## src/rtl/npu_scan_pkg.sv

```systemverilog
// ---------------------------------------------------------------------------
// npu_scan_pkg
// Shared types for the RRAM array scan sequencer.
//   op_e        : per-slot operation code (also the srref mux select value)
//   pulse_cfg_t : per-operation pulse width and WL/SEL/BL window bounds
//   state_e     : sequencer FSM states
//   PW_W        : width of every pulse_cfg_t field and of the pulse counter
//   ACC_W       : width of the READMEM accumulator (READ_ACCUM_EN builds)
//   sat_add     : unsigned saturating add used by the accumulator
// No ports (package).
// ---------------------------------------------------------------------------
package npu_scan_pkg;

    localparam int PW_W  = 16;
    localparam int ACC_W = 16;

    typedef enum logic [1:0] {
        OP_SET     = 2'd0,
        OP_RESET   = 2'd1,
        OP_READMEM = 2'd2,
        OP_NOP     = 2'd3
    } op_e;

    typedef struct packed {
        logic [PW_W-1:0] pw;
        logic [PW_W-1:0] wl_st;
        logic [PW_W-1:0] wl_end;
        logic [PW_W-1:0] sel_st;
        logic [PW_W-1:0] sel_end;
        logic [PW_W-1:0] bl_st;
        logic [PW_W-1:0] bl_end;
    } pulse_cfg_t;

    typedef enum logic [3:0] {
        S_IDLE,
        S_CHECK,
        S_SETUP,
        S_PULSE,
        S_ADC_FIRST,
        S_ADC_HIGH,
        S_ADC_LOW,
        S_PUSH,
        S_NEXT,
        S_DONE
    } state_e;

    function automatic logic [ACC_W-1:0] sat_add(input logic [ACC_W-1:0] a,
                                                 input logic [ACC_W-1:0] b);
        logic [ACC_W:0] sum;
        sum = {1'b0, a} + {1'b0, b};
        return sum[ACC_W] ? {ACC_W{1'b1}} : sum[ACC_W-1:0];
    endfunction

endpackage

```

## src/rtl/npu_pulse_window_gen.sv

```systemverilog
// ---------------------------------------------------------------------------
// npu_pulse_window_gen
// Pulse counter plus three window comparators. While run is high the counter
// steps 0..cfg.pw; each enable is high while st <= cnt <= min(end, pw).
// A window with st > end never asserts. The counter returns to 0 whenever run
// is low, so every PULSE phase starts from 0.
// Ports:
//   clk, rst_n         clock, asynchronous active-high reset
//   run                high for the whole PULSE phase
//   cfg                pulse configuration of the current operation
//   last               counter has reached cfg.pw (final pulse cycle)
//   wl_en/sel_en/bl_en window enables
// ---------------------------------------------------------------------------
module npu_pulse_window_gen
    import npu_scan_pkg::*;
(
    input  logic       clk,
    input  logic       rst_n,
    input  logic       run,
    input  pulse_cfg_t cfg,
    output logic       last,
    output logic       wl_en,
    output logic       sel_en,
    output logic       bl_en
);

    logic [PW_W-1:0] cnt_q, cnt_d;

    function automatic logic in_win(input logic [PW_W-1:0] cnt,
                                    input logic [PW_W-1:0] w_st,
                                    input logic [PW_W-1:0] w_end,
                                    input logic [PW_W-1:0] pw);
        logic [PW_W-1:0] end_clip;
        end_clip = (w_end > pw) ? pw : w_end;
        return (cnt >= w_st) && (cnt <= end_clip);
    endfunction

    always_comb begin
        cnt_d = run ? cnt_q + PW_W'(1) : '0;
    end

    // NOTE: state flops use non-blocking assignments so every flop samples
    // pre-edge values regardless of process evaluation order.
    always_ff @(posedge clk or posedge rst_n) begin
        if (rst_n) cnt_q <= '0;
        else       cnt_q <= cnt_d;
    end

    always_comb begin
        last   = run && (cnt_q == cfg.pw);
        wl_en  = run && in_win(cnt_q, cfg.wl_st,  cfg.wl_end,  cfg.pw);
        sel_en = run && in_win(cnt_q, cfg.sel_st, cfg.sel_end, cfg.pw);
        bl_en  = run && in_win(cnt_q, cfg.bl_st,  cfg.bl_end,  cfg.pw);
    end

endmodule

```

## src/rtl/npu_array_scan_seq.sv

```systemverilog
// ---------------------------------------------------------------------------
// npu_array_scan_seq
// Scans the WL x BL rectangle [cfg_wl_st..cfg_wl_end] x [cfg_bl_st..cfg_bl_end]
// and runs up to NUM_SLOTS operations (SET/RESET/READMEM/NOP) per point.
// Iteration order, innermost first: slot, L1 repeat, BL, WL, L4 repeat.
// READMEM results leave on a valid/ready stream as {wl, bl, result}.
//
// Optional build macro READ_ACCUM_EN: READMEM results of one point (all slots,
// all L1 repeats) are summed in a 16-bit saturating accumulator and pushed once
// per point; rd_data then carries {wl, bl, acc16}.
//
// Ports:
//   clk, rst_n            clock, asynchronous active-high reset
//   start, abort          one-cycle controls (abort wins)
//   cfg_*                 scan range, slots, pulse windows, loops, ADC timing
//   wl_addr, bl_addr      current array point
//   wl_en/sel_en/bl_en    pulse windows; set_o/reset_o ground enables
//   clkadc, op_sel        ADC clock, current operation
//   dout                  ADC result input
//   rd_valid/ready/data   result stream
//   busy, done, err       status; st_slot/st_l1/st_l4 loop status
// ---------------------------------------------------------------------------
module npu_array_scan_seq
    import npu_scan_pkg::*;
#(
    parameter int WL_W      = 8,
    parameter int BL_W      = 8,
    parameter int NUM_SLOTS = 4,
    parameter int DOUT_W    = 6,
    parameter int LOOP_W    = 32,
    parameter int ADC_DLY_W = 12,
`ifdef READ_ACCUM_EN
    localparam int RES_W    = ACC_W
`else
    localparam int RES_W    = DOUT_W
`endif
)(
    input  logic                      clk,
    input  logic                      rst_n,
    input  logic                      start,
    input  logic                      abort,
    input  logic [WL_W-1:0]           cfg_wl_st,
    input  logic [WL_W-1:0]           cfg_wl_end,
    input  logic [BL_W-1:0]           cfg_bl_st,
    input  logic [BL_W-1:0]           cfg_bl_end,
    input  logic [2:0]                cfg_slot_num,
    input  logic [2*NUM_SLOTS-1:0]    cfg_slot_mode,
    input  pulse_cfg_t [2:0]          cfg_pulse,
    input  logic [LOOP_W-1:0]         cfg_l1_loop,
    input  logic [LOOP_W-1:0]         cfg_l4_loop,
    input  logic [ADC_DLY_W-1:0]      cfg_adc_first,
    input  logic [ADC_DLY_W-1:0]      cfg_adc_high,
    input  logic [ADC_DLY_W-1:0]      cfg_adc_low,
    output logic [WL_W-1:0]           wl_addr,
    output logic [BL_W-1:0]           bl_addr,
    output logic                      wl_en,
    output logic                      sel_en,
    output logic                      bl_en,
    output logic                      set_o,
    output logic                      reset_o,
    output logic                      clkadc,
    output logic [1:0]                op_sel,
    input  logic [DOUT_W-1:0]         dout,
    output logic                      rd_valid,
    input  logic                      rd_ready,
    output logic [WL_W+BL_W+RES_W-1:0] rd_data,
    output logic                      busy,
    output logic                      done,
    output logic                      err,
    output logic [2:0]                st_slot,
    output logic [LOOP_W-1:0]         st_l1,
    output logic [LOOP_W-1:0]         st_l4
);

    localparam logic [2:0] SLOTS_3 = 3'(NUM_SLOTS);

    state_e                state_q, state_d;
    logic [WL_W-1:0]       wl_q, wl_d;
    logic [BL_W-1:0]       bl_q, bl_d;
    logic [2:0]            slot_q, slot_d;
    logic [LOOP_W-1:0]     l1_q, l1_d, l4_q, l4_d;
    logic [ADC_DLY_W-1:0]  cnt_q, cnt_d;
    logic [RES_W-1:0]      res_q, res_d;
    logic                  err_q, err_d;
    logic                  acc_vld_q, acc_vld_d;   // point holds >=1 READMEM sum

    op_e        cur_op;
    pulse_cfg_t pcfg;
    logic       pulse_last, point_last, push_pt, cfg_bad;
    state_e     after_adc;

    // Slot decode and pulse-config select for the current operation.
    always_comb begin
        cur_op = OP_NOP;
        for (int i = 0; i < NUM_SLOTS; i++) begin
            if (slot_q == 3'(i)) cur_op = op_e'(cfg_slot_mode[2*i +: 2]);
        end
        case (cur_op)
            OP_RESET:   pcfg = cfg_pulse[1];
            OP_READMEM: pcfg = cfg_pulse[2];
            default:    pcfg = cfg_pulse[0];
        endcase
    end

    npu_pulse_window_gen u_pulse (
        .clk    (clk),
        .rst_n  (rst_n),
        .run    (state_q == S_PULSE),
        .cfg    (pcfg),
        .last   (pulse_last),
        .wl_en  (wl_en),
        .sel_en (sel_en),
        .bl_en  (bl_en)
    );

    // State register
    always_ff @(posedge clk or posedge rst_n) begin
        if (rst_n) begin
            state_q   <= S_IDLE;
            wl_q      <= '0;
            bl_q      <= '0;
            slot_q    <= '0;
            l1_q      <= '0;
            l4_q      <= '0;
            cnt_q     <= '0;
            res_q     <= '0;
            err_q     <= 1'b0;
            acc_vld_q <= 1'b0;
        end else begin
            state_q   <= state_d;
            wl_q      <= wl_d;
            bl_q      <= bl_d;
            slot_q    <= slot_d;
            l1_q      <= l1_d;
            l4_q      <= l4_d;
            cnt_q     <= cnt_d;
            res_q     <= res_d;
            err_q     <= err_d;
            acc_vld_q <= acc_vld_d;
        end
    end

    // Next-state and counter update
    always_comb begin
        // NOTE: every variable gets a default first so no path leaves it
        // unassigned, which would otherwise infer a latch.
        state_d   = state_q;
        wl_d      = wl_q;
        bl_d      = bl_q;
        slot_d    = slot_q;
        l1_d      = l1_q;
        l4_d      = l4_q;
        cnt_d     = cnt_q;
        res_d     = res_q;
        err_d     = err_q;
        acc_vld_d = acc_vld_q;
        push_pt   = 1'b0;

        cfg_bad    = (cfg_wl_end < cfg_wl_st) || (cfg_bl_end < cfg_bl_st) ||
                     (cfg_slot_num == 3'd0) || (cfg_slot_num > SLOTS_3);
        point_last = (slot_q == cfg_slot_num - 3'd1) && (l1_q == cfg_l1_loop);
`ifdef READ_ACCUM_EN
        after_adc  = S_NEXT;
`else
        after_adc  = S_PUSH;
`endif

        case (state_q)
            S_IDLE: if (start) state_d = S_CHECK;
            S_CHECK: begin
                err_d = cfg_bad;
                if (cfg_bad) begin
                    state_d = S_IDLE;
                end else begin
                    state_d   = S_SETUP;
                    wl_d      = cfg_wl_st;
                    bl_d      = cfg_bl_st;
                    slot_d    = '0;
                    l1_d      = '0;
                    l4_d      = '0;
                    cnt_d     = '0;
                    res_d     = '0;
                    acc_vld_d = 1'b0;
                end
            end
            S_SETUP: state_d = (cur_op == OP_NOP) ? S_NEXT : S_PULSE;
            S_PULSE: begin
                if (pulse_last) begin
                    if (cur_op != OP_READMEM)        state_d = S_NEXT;
                    else if (cfg_adc_first == '0)    state_d = S_ADC_HIGH;
                    else                             state_d = S_ADC_FIRST;
                end
            end
            S_ADC_FIRST: begin
                cnt_d = cnt_q + ADC_DLY_W'(1);
                if (cnt_q == cfg_adc_first - ADC_DLY_W'(1)) begin
                    cnt_d   = '0;
                    state_d = S_ADC_HIGH;
                end
            end
            S_ADC_HIGH: begin
                cnt_d = cnt_q + ADC_DLY_W'(1);
                if (cnt_q == cfg_adc_high) begin
                    cnt_d   = '0;
                    state_d = (cfg_adc_low == '0) ? after_adc : S_ADC_LOW;
`ifdef READ_ACCUM_EN
                    res_d     = sat_add(res_q, ACC_W'(dout));
                    acc_vld_d = 1'b1;
`else
                    res_d     = dout;
`endif
                end
            end
            S_ADC_LOW: begin
                cnt_d = cnt_q + ADC_DLY_W'(1);
                if (cnt_q == cfg_adc_low - ADC_DLY_W'(1)) begin
                    cnt_d   = '0;
                    state_d = after_adc;
                end
            end
            S_PUSH: begin
                if (rd_ready) begin
                    state_d = S_NEXT;
`ifdef READ_ACCUM_EN
                    res_d     = '0;
                    acc_vld_d = 1'b0;
`endif
                end
            end
            S_NEXT: begin
`ifdef READ_ACCUM_EN
                push_pt = point_last && acc_vld_q;
`endif
                if (push_pt) begin
                    state_d = S_PUSH;
                end else begin
                    // Compare against the end value before incrementing so a
                    // range ending at the all-ones address never wraps.
                    state_d = S_SETUP;
                    if (slot_q != cfg_slot_num - 3'd1) begin
                        slot_d = slot_q + 3'd1;
                    end else begin
                        slot_d = '0;
                        if (l1_q != cfg_l1_loop) begin
                            l1_d = l1_q + LOOP_W'(1);
                        end else begin
                            l1_d = '0;
                            if (bl_q != cfg_bl_end) begin
                                bl_d = bl_q + BL_W'(1);
                            end else begin
                                bl_d = cfg_bl_st;
                                if (wl_q != cfg_wl_end) begin
                                    wl_d = wl_q + WL_W'(1);
                                end else begin
                                    wl_d = cfg_wl_st;
                                    if (l4_q != cfg_l4_loop) l4_d = l4_q + LOOP_W'(1);
                                    else                     state_d = S_DONE;
                                end
                            end
                        end
                    end
                end
            end
            S_DONE:  state_d = S_IDLE;
            default: state_d = S_IDLE;
        endcase

        if (abort) state_d = S_IDLE;
    end

    // Outputs
    always_comb begin
        busy     = (state_q != S_IDLE);
        done     = (state_q == S_DONE);
        op_sel   = busy ? cur_op : OP_SET;
        set_o    = (state_q == S_PULSE) && (cur_op == OP_SET);
        reset_o  = (state_q == S_PULSE) && (cur_op == OP_RESET);
        clkadc   = (state_q == S_ADC_HIGH);
        rd_valid = (state_q == S_PUSH);
        rd_data  = rd_valid ? {wl_q, bl_q, res_q} : '0;
        wl_addr  = wl_q;
        bl_addr  = bl_q;
        err      = err_q;
        st_slot  = slot_q;
        st_l1    = l1_q;
        st_l4    = l4_q;
    end

endmodule

```

## config.mk

```make
export PLATFORM = sky130hd
export DESIGN_NAME = npu_array_scan_seq
export DESIGN_NICKNAME = d
export VERILOG_FILES = /design/src/rtl/npu_scan_pkg.sv /design/src/rtl/npu_pulse_window_gen.sv /design/src/rtl/npu_array_scan_seq.sv
export SDC_FILE = /design/constraint.sdc
export NUM_CORES = 1
export LEC_CHECK = 0
export ABC_CLOCK_PERIOD_IN_PS = 9100
export BUFFER_PORTS_ARGS = -buffer_cell sky130_fd_sc_hd__buf_4
export CAP_MARGIN = 0
export CORE_AREA = 3 3 235 237
export CTS_BUF_LIST = sky130_fd_sc_hd__clkbuf_4 sky130_fd_sc_hd__clkbuf_8 sky130_fd_sc_hd__clkbuf_16
export DETAILED_ROUTE_END_ITERATION = 8
export DIE_AREA = 0 0 238 240
export GPL_TIMING_DRIVEN = 0
export PLACE_DENSITY = 0.48
export SYNTH_ARGS = -nofsm -noshare
export SYNTH_HDL_FRONTEND = slang
export SYNTH_SLANG_ARGS = --single-unit
```

## constraint.sdc

```tcl
create_clock -name clk -period 9.1 [get_ports clk]
set_input_delay 0.91 -clock clk [delete_from_list [all_inputs] [get_ports clk]]
set_output_delay 0.91 -clock clk [all_outputs]
set_load 0.005 [all_outputs]
```

==> results.txt <==
----------------------------------------------------
[Synthesis]
  Post-Syn Nets ... 2585
  Area share of the largest cell type after synthesis ... 20.3%
  Simple-gate area share of the yosys netlist ... 22.6%
  Yosys warning total ... 0
  Biggest area consumer among synthesized cells ... sky130_fd_sc_hd__dfrtp_1
  Count of cell types in the netlist ... 82
  Mapped cell area ... 0.0150 mm²
  Post-synth ARST share ... 100%
  Synthesized area per cell ... 7.82 µm²
  Area share of fa/ha/maj cells after synthesis ... 14.5%
  Share of the synthesized area in compound gates (AO/OA/AOI/OAI) ... 22.3%
  Top flip-flop cell by instance count after synthesis ... sky130_fd_sc_hd__dfrtp_1
  Register area share after synthesis ... 20.3%
  Cells after Synth ... 1923
  Post-synthesis sequential element count ... 122
  Post-synthesis xor/xnor area fraction ... 11.5%
  Mux cell area share after synthesis ... 3.54%
  Area contributors post-synth ... sky130_fd_sc_hd__dfrtp_1 (20%), sky130_fd_sc_hd__ha_1 (14%), sky130_fd_sc_hd__xnor2_1 (8.1%)
  Combinational family with the most area after synthesis ... simple AND/OR/NAND/NOR gates
  Post-synth EDFFs ... 0

[Run]
  Max-Cap Viols ... 0

[Detailed routing]
  Antenna Nets Post-Route ... 0
  Wire length after detailed routing ... 74200 µm
  Drc violations ... 0
  Average vias per placed instance ... 5.25
  Number of DRC markers after the initial detailed-route iteration ... 976
  DRT Pass-1 Iters ... 5
  Count of vias placed by the detailed router ... 17139
  Routed wire length per instance ... 22.7 µm

[Clocking]
  Max clock buf depth ... 2
  Clk sink count ... 122
  Clk_lat worst skew ... 0.42 ns
  H-tree depth ... 4
  Clock edge transition at the registers on the reported setup and hold paths ... 0.06 ns
  Number of CTS-inserted buffers ... 17
  Root Buffer ... sky130_fd_sc_hd__clkbuf_16
  Quantity of hold-fixing buffers added after cts ... 0
  CTS tree ... yes

[Floorplan]
  Height of the die ... 240 µm
  Initial Util ... 28.1%
  Core area ... 0.0535 mm²
  Die outline area ... 0.0571 mm²
  X dimension of the die ... 238 µm
  Number of rows in the core area ... 85
  Count of boundary I/O pins ... 607

[Power]
  Leakage Power ... 10.1 nW
  Power per unit of standard cell area ... 317 mW/mm²
  Highest ir drop seen on vdd ... 237 µV

[Place]
  Placed cell areas ... 0.0205 mm²
  PortBufs ... 604
  Dpl hpwl ... 62500 µm
  Routability congestion estimate from global placement ... 0.912

[Finish]
  Final standard cell area without fillers ... 0.0212 mm²
  Share of layout cells above drive strength 1 ... 27.2%
  Utilization of the core after routing ... 39.6%
  Layout Nets ... 3211
  Synth-to-layout area growth ... 40.7%

[Worst setup path]
  Flop-to-flop setup slack ... 4.91 ns
  Worst path arrival time ... 7.74 ns
  Startpoint-to-endpoint class of the critical path ... register to output port
  Most frequent cell on the critical path ... sky130_fd_sc_hd__ha_1
  Gate family responsible for the most delay along the worst path ... compound AO/OA/AOI/OAI gates
  Data required time at the worst endpoint ... 8.19 ns
  Worst-path fanout max ... 10
  Endpoint class of the critical path ... output port
  Worst path bufs/invs ... 5
  Startpoint types ... register
  Slowest stage cell on the critical path ... sky130_fd_sc_hd__buf_1
  Origin of the critical flop-to-flop path ... st_slot[0]$_DFFE_PP0P_
  First element of the critical path ... st_slot[0]$_DFFE_PP0P_
  CP peak stage delay ... 0.48 ns

[Run status]
  Status ... complete, no violations

[Global route]
  Overflow left after global routing ... 0
  GRT Overall Usage ... 24.5%
  Number of antenna violations at the first check in global routing ... 13
  Global-route wire length before repair ... 107000 µm
  Vias in the first global route ... 17401
  Maximum number of pins on one net before global-route repair ... 66

[STA]
  Final worst path period share ... 95.0%
  Worst slack on hold paths ... 0.501 ns
  Clk_skew ... 0.0171 ns
  Minimum period implied by the final worst setup slack ... 8.65 ns
  Relative slew margins ... 33.0%
  Slew Limit Fails ... 0
  Final setup fails ... 0
  Number of failing hold endpoints at the final stage ... 0
  Highest clock frequency the design can meet ... 116 MHz
  Transition time at the pin with the least slew margin ... 0.995 ns

[Hold path]
  Type of the worst min-delay path ... register to register
  Hold Startpoint ... u_pulse.cnt_q[0]$_DFF_PP0_

----------------------------------------------------
worst paths after layout:
path / endpoint / cells past startpoint
max reg2reg: state_q[1]$_DFFE_PP0P_ / 13
min in group asynchronous: st_l1[31]$_DFFE_PP0P_ / 2
max in group asynchronous: u_pulse.cnt_q[12]$_DFF_PP0_ / 3
min reg2reg: u_pulse.cnt_q[0]$_DFF_PP0_ / 1
min: u_pulse.cnt_q[0]$_DFF_PP0_ / 1
max: bl_en / 33
worst register-to-register path, stage by stage (launching register included):
cell                       delay (ns)
sky130_fd_sc_hd__dfrtp_1         0.46
sky130_fd_sc_hd__ha_1            0.24
sky130_fd_sc_hd__ha_1            0.24
sky130_fd_sc_hd__a211oi_1        0.24
sky130_fd_sc_hd__o31a_1          0.24
sky130_fd_sc_hd__a211o_1         0.14
sky130_fd_sc_hd__buf_6           0.18
sky130_fd_sc_hd__nand2_1         0.22
sky130_fd_sc_hd__clkbuf_4        0.28
sky130_fd_sc_hd__o21ai_0         0.80
sky130_fd_sc_hd__xnor2_1         0.13
sky130_fd_sc_hd__a41oi_1         0.54
sky130_fd_sc_hd__nor3_2          0.13
sky130_fd_sc_hd__a211oi_1        0.26
logic make-up (layout without fill, tap and decap cells):
kind of cell	after synthesis	count (layout)
other	0	6
muxes	53	53
DFF	122	122
adders and majority gates	175	175
buffers and inverters	194	833
and+or+nand+nor	680	680
xor gates and xnor gates	198	198
AOI/OAI and AO/OA	501	501
cell usage after synthesis, types with 5 or more instances:
master,n
sky130_fd_sc_hd__xor2_1,59
sky130_fd_sc_hd__nor2_1,245
sky130_fd_sc_hd__dfrtp_1,122
sky130_fd_sc_hd__a21o_1,42
sky130_fd_sc_hd__nor4_1,26
sky130_fd_sc_hd__a211oi_1,9
sky130_fd_sc_hd__a31oi_1,6
sky130_fd_sc_hd__buf_1,10
sky130_fd_sc_hd__nand3_1,47
sky130_fd_sc_hd__and4_1,9
sky130_fd_sc_hd__o21a_1,18
sky130_fd_sc_hd__a211o_1,5
sky130_fd_sc_hd__nor3_1,51
sky130_fd_sc_hd__o2111ai_1,5
sky130_fd_sc_hd__ha_1,172
sky130_fd_sc_hd__nor2b_1,24
sky130_fd_sc_hd__or4_1,8
sky130_fd_sc_hd__o22ai_1,69
sky130_fd_sc_hd__nor4b_1,5
sky130_fd_sc_hd__a21oi_1,79
sky130_fd_sc_hd__o31ai_1,6
sky130_fd_sc_hd__o21ai_0,137
sky130_fd_sc_hd__nand2_1,90
sky130_fd_sc_hd__inv_1,102
sky130_fd_sc_hd__and3_1,29
sky130_fd_sc_hd__xnor2_1,139
sky130_fd_sc_hd__o22a_1,52
sky130_fd_sc_hd__nor3b_1,6
sky130_fd_sc_hd__clkbuf_1,73
sky130_fd_sc_hd__o211ai_1,10
sky130_fd_sc_hd__nand4_1,57
sky130_fd_sc_hd__a221oi_1,6
sky130_fd_sc_hd__mux2i_1,51
sky130_fd_sc_hd__or3_1,16
sky130_fd_sc_hd__nand2b_1,25
sky130_fd_sc_hd__and2_1,21
layout by cell type, fill, tap and decap left out, drive strengths merged, types with 16 or more instances in the layout:
master	instances
o21ai	144
dfrtp	122
o21a	18
inv	108
buf	624
nor2b	24
nor2	247
a21oi	82
nand2	90
clkbuf	94
nand2b	25
a21o	42
nor3	52
nand4	57
ha	172
nand3	47
or3	16
and2	21
nor4	26
xnor2	139
o22a	52
and3	29
mux2i	51
o22ai	69
xor2	59
repair_timing:
item | 4_1_cts | 5_1_grt
endpoints found under the setup margin | 3 | 3
buffers inserted | 0 | 3
endpoints found under the hold margin | 0 | 0
gates resized for setup | 7 | 17
power by group:
part           leakage (nW)  switching (mW)  total [mW]  internal (mW)
Combinational          8.19            3.12        5.27           2.15
Sequential             1.64           0.105       0.726          0.621
Clock                 0.288           0.290       0.712          0.422
registers in the layout (all words and copies together), names as in the netlist:
name	cells
st_l1	32
st_l4	32
u_pulse.cnt_q	16
cnt_q	12
bl_addr	8
wl_addr	8
res_q	6
state_q	4
st_slot	3
err	1
stage by stage:
step	power, mW	TNS [ns]	worst slack, ns	std cells
2_1_floorplan	4.24	0	1.91	1923
3_3_place_gp	5.84	-0.305	-0.282	3223
3_5_place_dp	5.96	-0.379	-0.276	3225
4_1_cts	6.68	0	0.0705	3255
5_1_grt	7.28	-0.0608	-0.0608	3263
6_report	6.71	0	0.454	3264
area by class of cell:
type	instances	area (µm²)
Antenna cell	6	15.0
Buffer	90	419
Clock buffer	19	447
Clock inverter	13	158
Fill cell	5631	32300
Inverter	102	388
Multi-Input combinational cell	1607	11200
Sequential cell	122	3050
Tap cell	696	871
Timing Repair Buffer	609	4600
per-layer routing:
layer | share of wire [%] | GRT usage (%) | wire length (µm) | vias up
met2 | 51 | 45.7 | 37900 | 569
li1 | - | - | - | 8275
met3 | 5.8 | 4.45 | 4280 | 88
met4 | 2.7 | 7.24 | 2020 | 12
met1 | 40 | 28.6 | 29900 | 8195
met5 | 0.096 | 0 | 71 | -
Power figures use the tool's default switching activity.
